`src/rtl/coprosit_pkg.sv`:
```
`default_nettype none
// ============================================================================
// coprosit_pkg : writeback tag types shared by execute and writeback stages
// Rev 1.0
// ============================================================================
package coprosit_pkg;
   localparam int ID_WIDTH = 4;

   typedef enum logic [1:0] {
      DST_NONE = 2'd0,
      DST_PRF  = 2'd1,
      DST_XRF  = 2'd2
   } wb_dst_e;

   typedef struct packed {
      logic [ID_WIDTH-1:0] id;
      logic [4:0]          rd;
      wb_dst_e             dst;
   } wb_tag_t;

   // Encoding 3 is not listed, so it falls out as DST_NONE (neither helper true)
   function automatic logic dst_is_prf(input wb_dst_e d);
      return d == DST_PRF;
   endfunction

   function automatic logic dst_is_xrf(input wb_dst_e d);
      return d == DST_XRF;
   endfunction
endpackage
`default_nettype wire

```
`src/rtl/prau_pkg.sv`:
```
`default_nettype none
// ============================================================================
// prau_pkg : posit arithmetic unit shared constants (posit word width)
// Rev 1.0
// ============================================================================
package prau_pkg;
   localparam int POSLEN = 32;
endpackage
`default_nettype wire

```
`src/rtl/coprosit_wb_fifo.sv`:
```
`default_nettype none
// ============================================================================
// coprosit_wb_fifo : in-order DEPTH x WIDTH FIFO, count-based full/empty
// Rev 1.0
// ============================================================================
module coprosit_wb_fifo #(
   parameter int WIDTH = 8,
   parameter int DEPTH = 2
) (
   input  logic                     clk_i,
   input  logic                     rst_ni,
   input  logic                     push_i,
   input  logic [WIDTH-1:0]         wdata_i,
   input  logic                     pop_i,
   output logic [WIDTH-1:0]         rdata_o,
   output logic                     full_o,
   output logic                     empty_o,
   output logic [$clog2(DEPTH):0]   count_o
);
   localparam int PTR_W = $clog2(DEPTH);
   localparam int CNT_W = PTR_W + 1;
   localparam logic [PTR_W-1:0] PTR_ONE   = PTR_W'(1);
   localparam logic [CNT_W-1:0] CNT_ONE   = CNT_W'(1);
   localparam logic [CNT_W-1:0] CNT_DEPTH = CNT_W'(DEPTH);

   logic [WIDTH-1:0] mem_q [DEPTH];
   logic [PTR_W-1:0] wr_ptr_q, wr_ptr_d, rd_ptr_q, rd_ptr_d;
   logic [CNT_W-1:0] count_q, count_d;
   logic             push, pop;

   assign full_o  = (count_q == CNT_DEPTH);
   assign empty_o = (count_q == '0);
   assign count_o = count_q;
   assign rdata_o = mem_q[rd_ptr_q];

   assign push = push_i & ~full_o;
   assign pop  = pop_i & ~empty_o;

   always_comb begin
      wr_ptr_d = push ? wr_ptr_q + PTR_ONE : wr_ptr_q;
      rd_ptr_d = pop  ? rd_ptr_q + PTR_ONE : rd_ptr_q;
      count_d  = count_q;
      case ({push, pop})
         2'b10:   count_d = count_q + CNT_ONE;
         2'b01:   count_d = count_q - CNT_ONE;
         default: count_d = count_q;
      endcase
   end

   always_ff @(posedge clk_i or negedge rst_ni) begin
      if (!rst_ni) begin
         wr_ptr_q <= '0;
         rd_ptr_q <= '0;
         count_q  <= '0;
      end else begin
         wr_ptr_q <= wr_ptr_d;
         rd_ptr_q <= rd_ptr_d;
         count_q  <= count_d;
      end
   end

   // Storage is intentionally unreset; validity is tracked solely by count_q
   always_ff @(posedge clk_i) begin
      if (push) mem_q[wr_ptr_q] <= wdata_i;
   end
endmodule
`default_nettype wire

```
`src/rtl/coprosit_wb_stage.sv`:
```
`default_nettype none
// ============================================================================
// coprosit_wb_stage : buffers execute results and retires them in order to
// the posit register file, the core result port, or drops tagless entries
// Rev 1.0
// ============================================================================
module coprosit_wb_stage
   import coprosit_pkg::*;
#(
   parameter int XLEN  = 64,
   parameter int DEPTH = 2
) (
   input  logic                        clk_i,
   input  logic                        rst_ni,
   input  logic                        in_valid_i,
   output logic                        in_ready_o,
   input  wb_tag_t                     in_tag_i,
   input  logic [XLEN-1:0]             in_result_i,
   output logic                        prf_we_o,
   output logic [4:0]                  prf_waddr_o,
   output logic [prau_pkg::POSLEN-1:0] prf_wdata_o,
   output logic                        res_valid_o,
   input  logic                        res_ready_i,
   output logic [ID_WIDTH-1:0]         res_id_o,
   output logic [4:0]                  res_rd_o,
   output logic [XLEN-1:0]             res_data_o,
   output logic [$clog2(DEPTH):0]      count_o
);
   localparam int ENTRY_W = $bits(wb_tag_t) + XLEN;

   logic [ENTRY_W-1:0] head;
   wb_tag_t            head_tag;
   logic [XLEN-1:0]    head_result;
   logic               full, empty, pop;
   logic               head_prf, head_xrf;

   coprosit_wb_fifo #(
      .WIDTH (ENTRY_W),
      .DEPTH (DEPTH)
   ) u_fifo (
      .clk_i   (clk_i),
      .rst_ni  (rst_ni),
      .push_i  (in_valid_i),
      .wdata_i ({in_tag_i, in_result_i}),
      .pop_i   (pop),
      .rdata_o (head),
      .full_o  (full),
      .empty_o (empty),
      .count_o (count_o)
   );

   assign head_tag    = head[ENTRY_W-1:XLEN];
   assign head_result = head[XLEN-1:0];
   assign in_ready_o  = ~full;

   // XRF head waits on the core; PRF and tagless heads leave unconditionally
   always_comb begin
      head_prf    = dst_is_prf(head_tag.dst);
      head_xrf    = dst_is_xrf(head_tag.dst);
      prf_we_o    = ~empty & head_prf;
      res_valid_o = ~empty & head_xrf;
      pop         = ~empty & (~head_xrf | res_ready_i);
   end

   assign prf_waddr_o = head_tag.rd;
   assign prf_wdata_o = head_result[prau_pkg::POSLEN-1:0];
   assign res_id_o    = head_tag.id;
   assign res_rd_o    = head_tag.rd;
   assign res_data_o  = head_result;
endmodule
`default_nettype wire

```
`config.mk`:
```
export PLATFORM = sky130hd
export DESIGN_NAME = coprosit_wb_stage
export DESIGN_NICKNAME = d
export VERILOG_FILES = /design/src/rtl/coprosit_pkg.sv /design/src/rtl/prau_pkg.sv /design/src/rtl/coprosit_wb_fifo.sv /design/src/rtl/coprosit_wb_stage.sv
export SDC_FILE = /design/constraint.sdc
export NUM_CORES = 1
export LEC_CHECK = 0
export ABC_AREA = 1
export CAP_MARGIN = 20
export CORE_MARGIN = 1
export CORE_UTILIZATION = 45
export CTS_BUF_LIST = sky130_fd_sc_hd__clkbuf_4
export CTS_CLUSTER_SIZE = 24
export DETAILED_ROUTE_END_ITERATION = 12
export DONT_BUFFER_PORTS = 1
export PLACE_DENSITY = 0.66
export SLEW_MARGIN = 15
export SYNTH_ARGS = -nofsm -noshare
export SYNTH_HDL_FRONTEND = slang
export SYNTH_HIERARCHICAL = 1
export SYNTH_SLANG_ARGS = --single-unit
```
`constraint.sdc`:
```
create_clock -name clk_i -period 12.15 [get_ports clk_i]
set_input_delay 1.8225 -clock clk_i [delete_from_list [all_inputs] [get_ports clk_i]]
set_output_delay 1.8225 -clock clk_i [all_outputs]
set_load 0.005 [all_outputs]
```
After elaboration in Yosys (flattened, before gate mapping)
Memories as Yosys holds them, arrays and structs flattened.
Index checks and enable logic that the tools add are counted.

cells by class
  $add $sub $neg = 4
  equality and inequality tests = 5
  multiplexer cells = 3
  bitwise logic cells = 9
  reductions and logical operators = 2

operator list
  kind                 number
  $eq 2x2->1 const B   3
  $and 1x1->1          5
  $eq 2x1->1 const B   2
  $pmux 2 s2           1
  $not 1->1            3
  $add 1x1->1 const B  2
  $add 2x1->2 const B  1
  $logic_not 2->1      1
  $mux 1               2
  $reduce_bool 2->1    1
  $sub 2x1->2 const B  1
  $or 1x1->1           1

word-level totals
  bits in registers = 4
  memory bits (writable) = 150
  input port bits = 79
  output and inout port bits = 115
  word-level logic and storage cells = 27
  memories kept = 1

memory list
  memory        depth  bits a word  rd ports  clocked after Yosys merged registers in  write ports  RTL line                text
  u_fifo.mem_q  2      75           1         0                                        1            coprosit_wb_fifo.sv:26  logic [WIDTH-1:0] mem_q [DEPTH];

Logic depth before layout (Yosys ltp)
Gate-level depths: netlist (run 1).
An unclocked memory read counts as a cell.

  depth in word-level cells = 8
  mapped depth = 17

Hierarchy
Netlist (run 1), hierarchy kept.

modules (own cells, without submodules)
  module             times used  cells each  area each (sq um)
  coprosit_wb_fifo   1           425         5706.7
  coprosit_wb_stage  1           47          317.8

Least setup slack after synthesis (run 1)
Ideal clock, no wire load.

  path type = input to register
  start point = input port in_valid_i
  end point = memory u_fifo/mem_q[1][0] (netlist name) (enable)
  data arrival time = 5097 ps
  required time = 11641 ps
  path slack = 6544 ps
  stages on the path = 2
  path buffers = 0
  cells stage by stage = o21ai_0 > nor2_1

on the way
  word-level cells in the longest chain between the ends = 3

RTL lines
  item                          RTL line                 text
  start: declaration            coprosit_wb_stage.sv:15  input logic in_valid_i,
  $and 1x1->1                   coprosit_wb_fifo.sv:36   assign push = push_i & ~full_o;
  $mux 1                        coprosit_wb_fifo.sv:64   if (push) mem_q[wr_ptr_q] <= wdata_i;
  $mux 1 (not written as such)  coprosit_wb_fifo.sv:64
  end: declaration              coprosit_wb_fifo.sv:26

No other way between the ends.

Worst setup path in the final report (run 1)
  start point = register u_fifo.rd_ptr_q
  end point = output port prf_we_o

on the way
  word-level cells in the longest chain between the ends = 3

RTL lines
  item                      RTL line                 text
  start: declaration        coprosit_wb_fifo.sv:27   logic [PTR_W-1:0] wr_ptr_q, wr_ptr_d, rd_ptr_q, rd_ptr_d;
  start signal: assignment  coprosit_wb_fifo.sv:57   rd_ptr_q <= rd_ptr_d;
  $mem_v2 2x75              n/a
  named net head[64]        coprosit_wb_stage.sv:31  logic [ENTRY_W-1:0] head;
  $eq 2x1->1                coprosit_pkg.sv:23       return d == DST_PRF;
  $and 1x1->1               coprosit_wb_stage.sv:60  prf_we_o = ~empty & head_prf;
  end: declaration          coprosit_wb_stage.sv:19  output logic prf_we_o,

The timed path passes the listed nets, and every way through them passes these cells.

==> results of run 1 <==
-- kinds of logic after synthesis --
group           synth area share, %
compound gates               0.0830
xor+xnor                      0.145
fa+ha+maj                     0.208
buf+inv                        7.66
flops                          76.4
simple gates                   15.5
-- synthesized netlist by cell type --
library cell / count / area [um^2]
inv_2: 1 / 3.75
nor3_1: 1 / 5.00
nand2_1: 237 / 890
ha_1: 1 / 12.5
edfxtp_1: 150 / 4500
inv_1: 14 / 52.6
buf_4: 39 / 293
xnor2_1: 1 / 8.76
buf_6: 6 / 67.6
nor2_1: 3 / 11.3
nand4_1: 1 / 6.26
o21ai_0: 1 / 5.00
dfrtp_1: 4 / 100
nand3_1: 4 / 20.0
buf_2: 9 / 45.0
-- per-layer routing --
metal / share of wire [%] / wire length [um] / GRT usage [%]
met1: 37 / 3750 / 16.1
met2: 51 / 5230 / 26.9
met3: 9.4 / 967 / 7.17
met4: 2.9 / 295 / 9.21
met5: 0 / 0 / 0
-- how the worst max path moves through the flow --
stage,startpoint,to,slack [ns],cells after the start
floorplan,in_valid_i,u_fifo/mem_q[1][0],6.54,2
detailed placement,in_valid_i,u_fifo/mem_q[1][2],8.61,3
CTS,u_fifo/rd_ptr_q,prf_we_o,7.96,6
global placement,in_valid_i,u_fifo/mem_q[1][59],8.63,3
finish,u_fifo/rd_ptr_q,prf_we_o,8.05,6
global route,u_fifo/rd_ptr_q,prf_we_o,7.82,6
-- stage by stage --
stage / util (%) / instances / area, um^2 / hold WS, ns / power (W)
after floorplan: - / 472 / 6020 / 0.450 / 0.00119
after global placement: 45.8 / 594 / 5870 / 0.470 / 0.00117
after detailed placement: 45.8 / 594 / 5870 / 0.478 / 0.00118
after CTS: 48.1 / 625 / 6170 / 0.510 / 0.00150
after global routing: 48.1 / 626 / 6170 / 0.548 / 0.00158
final: 48.1 / 626 / 6170 / 0.525 / 0.00148
-- worst max-delay path, delay by kind of cell (launching register included) --
family                 cells  cell delay [ns]
DFF                        1             0.43
buffers and inverters      3             0.89
and+or+nand+nor            3             0.37
-- state kept, by name, summed over array words and instances, names as in the netlist --
signal and count:
u_fifo/mem_q 150, u_fifo/count_o 2, u_fifo/rd_ptr_q 1, u_fifo/wr_ptr_q 1
-- power by group --
group / total [W] / internal [W] / leakage [nW] / switching [W]
sequential: 0.000755 / 0.000725 / 1.44 / 0.0000301
clock: 0.000316 / 0.000145 / 0.146 / 0.000171
combinational: 0.000405 / 0.0000847 / 0.812 / 0.000321
-- area by class of cell --
cell class | count | area share, %
sequential | 154 | 74.6
multi-input combinational | 249 | 15.7
tap | 172 | 3.49
clock inverter | 12 | 2.45
clock buffer | 19 | 2.31
inverter | 15 | 0.933
timing repair buffer | 4 | 0.487
antenna | 1 | 0.0406
==> impl_metrics.tcl, run 1 <==
set metrics [dict create \
    status "complete, no violations" \
    finalCriticalPeriod_ns 4.10 \
    clkLatencyLatePin_ns 0.55 \
    ys_seq_area_share_pct 76.4 \
    rrSetupSlack_ns 9.59 \
    antenna_found_initial 1 \
    die_area_um2 13900 \
    seqCellArea_um2 4610 \
    max_cap_viol_count 0 \
    synth_cell_types 15 \
    min_to "u_fifo/wr_ptr_q" \
    cp.required_ns 10.33 \
    cp_cell_sequence "inv_2, buf_4, nand2_1, nand2_1, inv_1, nor3_1" \
    cts_tree "yes" \
    overflow 0 \
    die_y_um 118 \
    fmax_ghz 0.244 \
    cp_max_fo 57 \
    r2r-start "u_fifo/rd_ptr_q" \
    worst_slack_ns 8.05 \
    ioPinCount 194 \
    clock_sinks 154 \
    fin_crit_sh_pct 33.7 \
    htreeDepth 4 \
    grt_setup_unrepaired "no" \
    arrival_ns 2.27 \
    cts_setup_buffers 0 \
    gp_congestion 0.777 \
    reg2reg_to "u_fifo/count_o[1]" \
    tightest_slew_ns 0.915 \
    hold_path_class "reg -> reg" \
    worstRegToRegCells 14 \
    whs_path_depth 2 \
    finalSetupViolCount 0 \
    synth.avg_cell_area_um2 12.8 \
    grt_use_total_pct 15.9 \
    path_clk_slew_ns 0.13 \
    numPortBuffers 0 \
    final_common_cell "nand2_1" \
    dp.final_hpwl_mm 6.36 \
    hold_buffers 0 \
    initial_core_util_pct 47.0 \
    cts_inserted_buffers 17 \
    slowest_delay_ns 0.58 \
    synthCells 472 \
    peakVddDrop_mv 0.0965 \
    synth-seq-cells 154 \
    drive_gt1_share_pct 8.61 \
    vias 3007 \
    multi_input_comb_area_um2 966 \
    synthesis.nets 552 \
    setup-tns-final_ns 0 \
    drc 0 \
    worstSetupStartpointType "flop" \
    area_growth_pct 2.43 \
    grt_max_degree 77 \
    dpl_worst_slack_ns 8.61 \
    layout_common_cells "nand2_1, edfxtp_1, clkbuf_4" \
    wl_mm 10.3 \
    p_per_area_nw_per_um2 239 \
    cts_resized 0 \
    fillerInstances 1116 \
    rows 41 \
    viasPerCell 4.80 \
    fin_nets 521 \
    grt_pass1_wl_mm 16.2 \
    netlist_area_um2 6020 \
    core_um2 12800 \
    post_drt_wl_per_cell_um 16.4 \
    critPathSlowestCell "buf_4" \
    dieWidth_um 118 \
    finalMaxSlewViolations 0 \
    ys_warn_count 6 \
    cp_common_cell "nand2_1" \
    cts_root_buffer "clkbuf_4" \
    leakagePower_nw 2.40 \
    min_from "u_fifo/wr_ptr_q" \
    hold_viol 0 \
    fin_skew_ns 0.0205 \
    max_slew_margin_pct 39.0 \
    ant_nets 0 \
    drt_iter0_drc 201 \
    cp-end-kind "output port" \
    clock_path_buffers 2 \
    grt_pass1_vias 3023 \
    critical_path_class "reg -> out" \
    firstDrtPassIters 4 \
]
Power figures use the tool's default switching activity.
==> run 2, diff against run 1 <==
==> constraint.sdc (replaced) <==
create_clock -name clk_i -period 4.2 [get_ports clk_i]
set_input_delay 0.63 -clock clk_i [delete_from_list [all_inputs] [get_ports clk_i]]
set_output_delay 0.63 -clock clk_i [all_outputs]
set_load 0.005 [all_outputs]
==> impl_metrics.tcl, run 2 (synthesized netlist as in run 1, its figures left out) <==
set metrics [dict create \
    drc 0 \
    use_met3_pct 9.01 \
    initial_core_util_pct 47.0 \
    clkLatencyLatePin_ns 0.53 \
    worstSetupStartpointType "flop" \
    overflow 0 \
    max_cap_viol_count 0 \
    cp_common_cell "nand2_1" \
    min_from "in_result_i[3]" \
    arrival_ns 2.22 \
    dp.final_hpwl_mm 6.46 \
    fmax_ghz 0.351 \
    finalMaxSlewViolations 0 \
    cts_setup_buffers 0 \
    setup-tns-final_ns 0 \
    placed_cells 595 \
    r2r-start "u_fifo/rd_ptr_q" \
    numPortBuffers 0 \
    largest_reg_flops 150 \
    dieWidth_um 118 \
    drt_iter0_drc 144 \
    hold_viol 0 \
    diodes 0 \
    die_y_um 118 \
    ioPinCount 194 \
    clock_path_buffers 2 \
    fin_nets 524 \
    grt_util_met2_pct 25.6 \
    fin_crit_sh_pct 67.9 \
    met1_usage_pct 16.2 \
    grt_pass1_wl_mm 16.1 \
    firstDrtPassIters 4 \
    slowest_delay_ns 0.56 \
    vias 3049 \
    critPathSlowestCell "inv_2" \
    p_per_area_nw_per_um2 696 \
    cp.required_ns 3.57 \
    cp-end-kind "output port" \
    whs_path_depth 0 \
    critical_path_class "reg -> out" \
    ant_nets 0 \
    clock_sinks 154 \
    cp_cell_sequence "inv_2, buf_4, nand2_1, nand2_1" \
    drive_gt1_share_pct 8.97 \
    peakVddDrop_mv 0.293 \
    fillerInstances 1116 \
    cts_root_buffer "clkbuf_4" \
    viasPerCell 4.85 \
    rrSetupSlack_ns 1.94 \
    finalNonFillerCells 629 \
    placed_cell_area_um2 5910 \
    cts_resized 0 \
    core_um2 12800 \
    area_growth_pct 4.07 \
    hold_slack_ns 0.182 \
    layout_common_cells "nand2_1, edfxtp_1, clkbuf_4" \
    cts_tree "yes" \
    finalCriticalPeriod_ns 2.85 \
    final_area_um2 6270 \
    grt_pass1_vias 3162 \
    htreeDepth 4 \
    max_slew_margin_pct 47.2 \
    leakagePower_nw 2.44 \
    min_to "u_fifo/mem_q[1][3]" \
    largest-register "u_fifo/mem_q" \
    die_area_um2 13900 \
    cp_max_fo 44 \
    fin_skew_ns 0.0152 \
    reg2reg_to "u_fifo/count_o[1]" \
    rows 41 \
    wl_mm 10.1 \
    top_usage_layer "met2" \
    final_common_cell "nand2_1" \
    cts_inserted_buffers 17 \
    finalSetupViolCount 0 \
    grt_setup_unrepaired "no" \
    antenna_found_initial 0 \
    grt_use_total_pct 15.6 \
    worstRegToRegCells 13 \
    post_drt_wl_per_cell_um 16.1 \
    tightest_slew_ns 0.793 \
    hold_path_class "in -> reg" \
    status "complete, no violations" \
    gp_congestion 0.924 \
    grt_max_degree 77 \
    path_clk_slew_ns 0.13 \
]
run 2: stage by stage:
stage          utilization, %  total power, W  worst slack [ns]
2_1_floorplan               -         0.00343              1.03
3_3_place_gp             45.9         0.00340              1.73
3_5_place_dp             46.1         0.00344              1.74
4_1_cts                  48.7         0.00443              1.21
5_1_grt                  48.9         0.00468              1.07
6_report                 48.9         0.00437              1.35
run 2: what timing repair did:
action | in CTS | in global routing
endpoints found under the hold margin | 4 | 0
endpoints found under the setup margin | 0 | 0
hold buffers | 1 | 0
run 2: worst max path at each step:
stage	start	end	slack, ns	depth (start not counted)
after detailed placement	in_valid_i	u_fifo/mem_q[1][46]	1.74	3
after global placement	u_fifo/count_o[0]	u_fifo/mem_q[0][50]	1.73	5
after floorplan	in_valid_i	u_fifo/mem_q[1][0]	1.03	2
after global routing	u_fifo/rd_ptr_q	prf_wdata_o[12]	1.07	4
after CTS	u_fifo/rd_ptr_q	prf_wdata_o[8]	1.21	4
final	u_fifo/rd_ptr_q	res_data_o[12]	1.35	4
run 2: routing by layer:
metal / wire [um] / vias up
met1: 3770 / 1438
met4: 204 / 0
met5: 0 / -
li1: - / 1472
met3: 1020 / 22
met2: 5100 / 117
run 2: cell type report:
class	instances	area (um^2)	area share, %
sequential	154	4610	73.5
multi-input combinational	249	966	15.4
inverter	15	57.6	0.918
clock buffer	17	128	2.04
timing repair buffer	7	100	1.60
clock inverter	15	198	3.15
tap	172	215	3.43
run 2: power breakdown:
part	switching, W	leakage [nW]	internal (W)	total, W
Sequential	0.0000819	1.44	0.00209	0.00217
Clock	0.000506	0.158	0.000472	0.000978
Combinational	0.000932	0.840	0.000283	0.00121
run 2: worst max-delay path, delay by kind of cell, from the launching register on:
family	cells	cell delay, ns
and+or+nand+nor	2	0.24
DFF	1	0.43
buffers and inverters	2	1.01
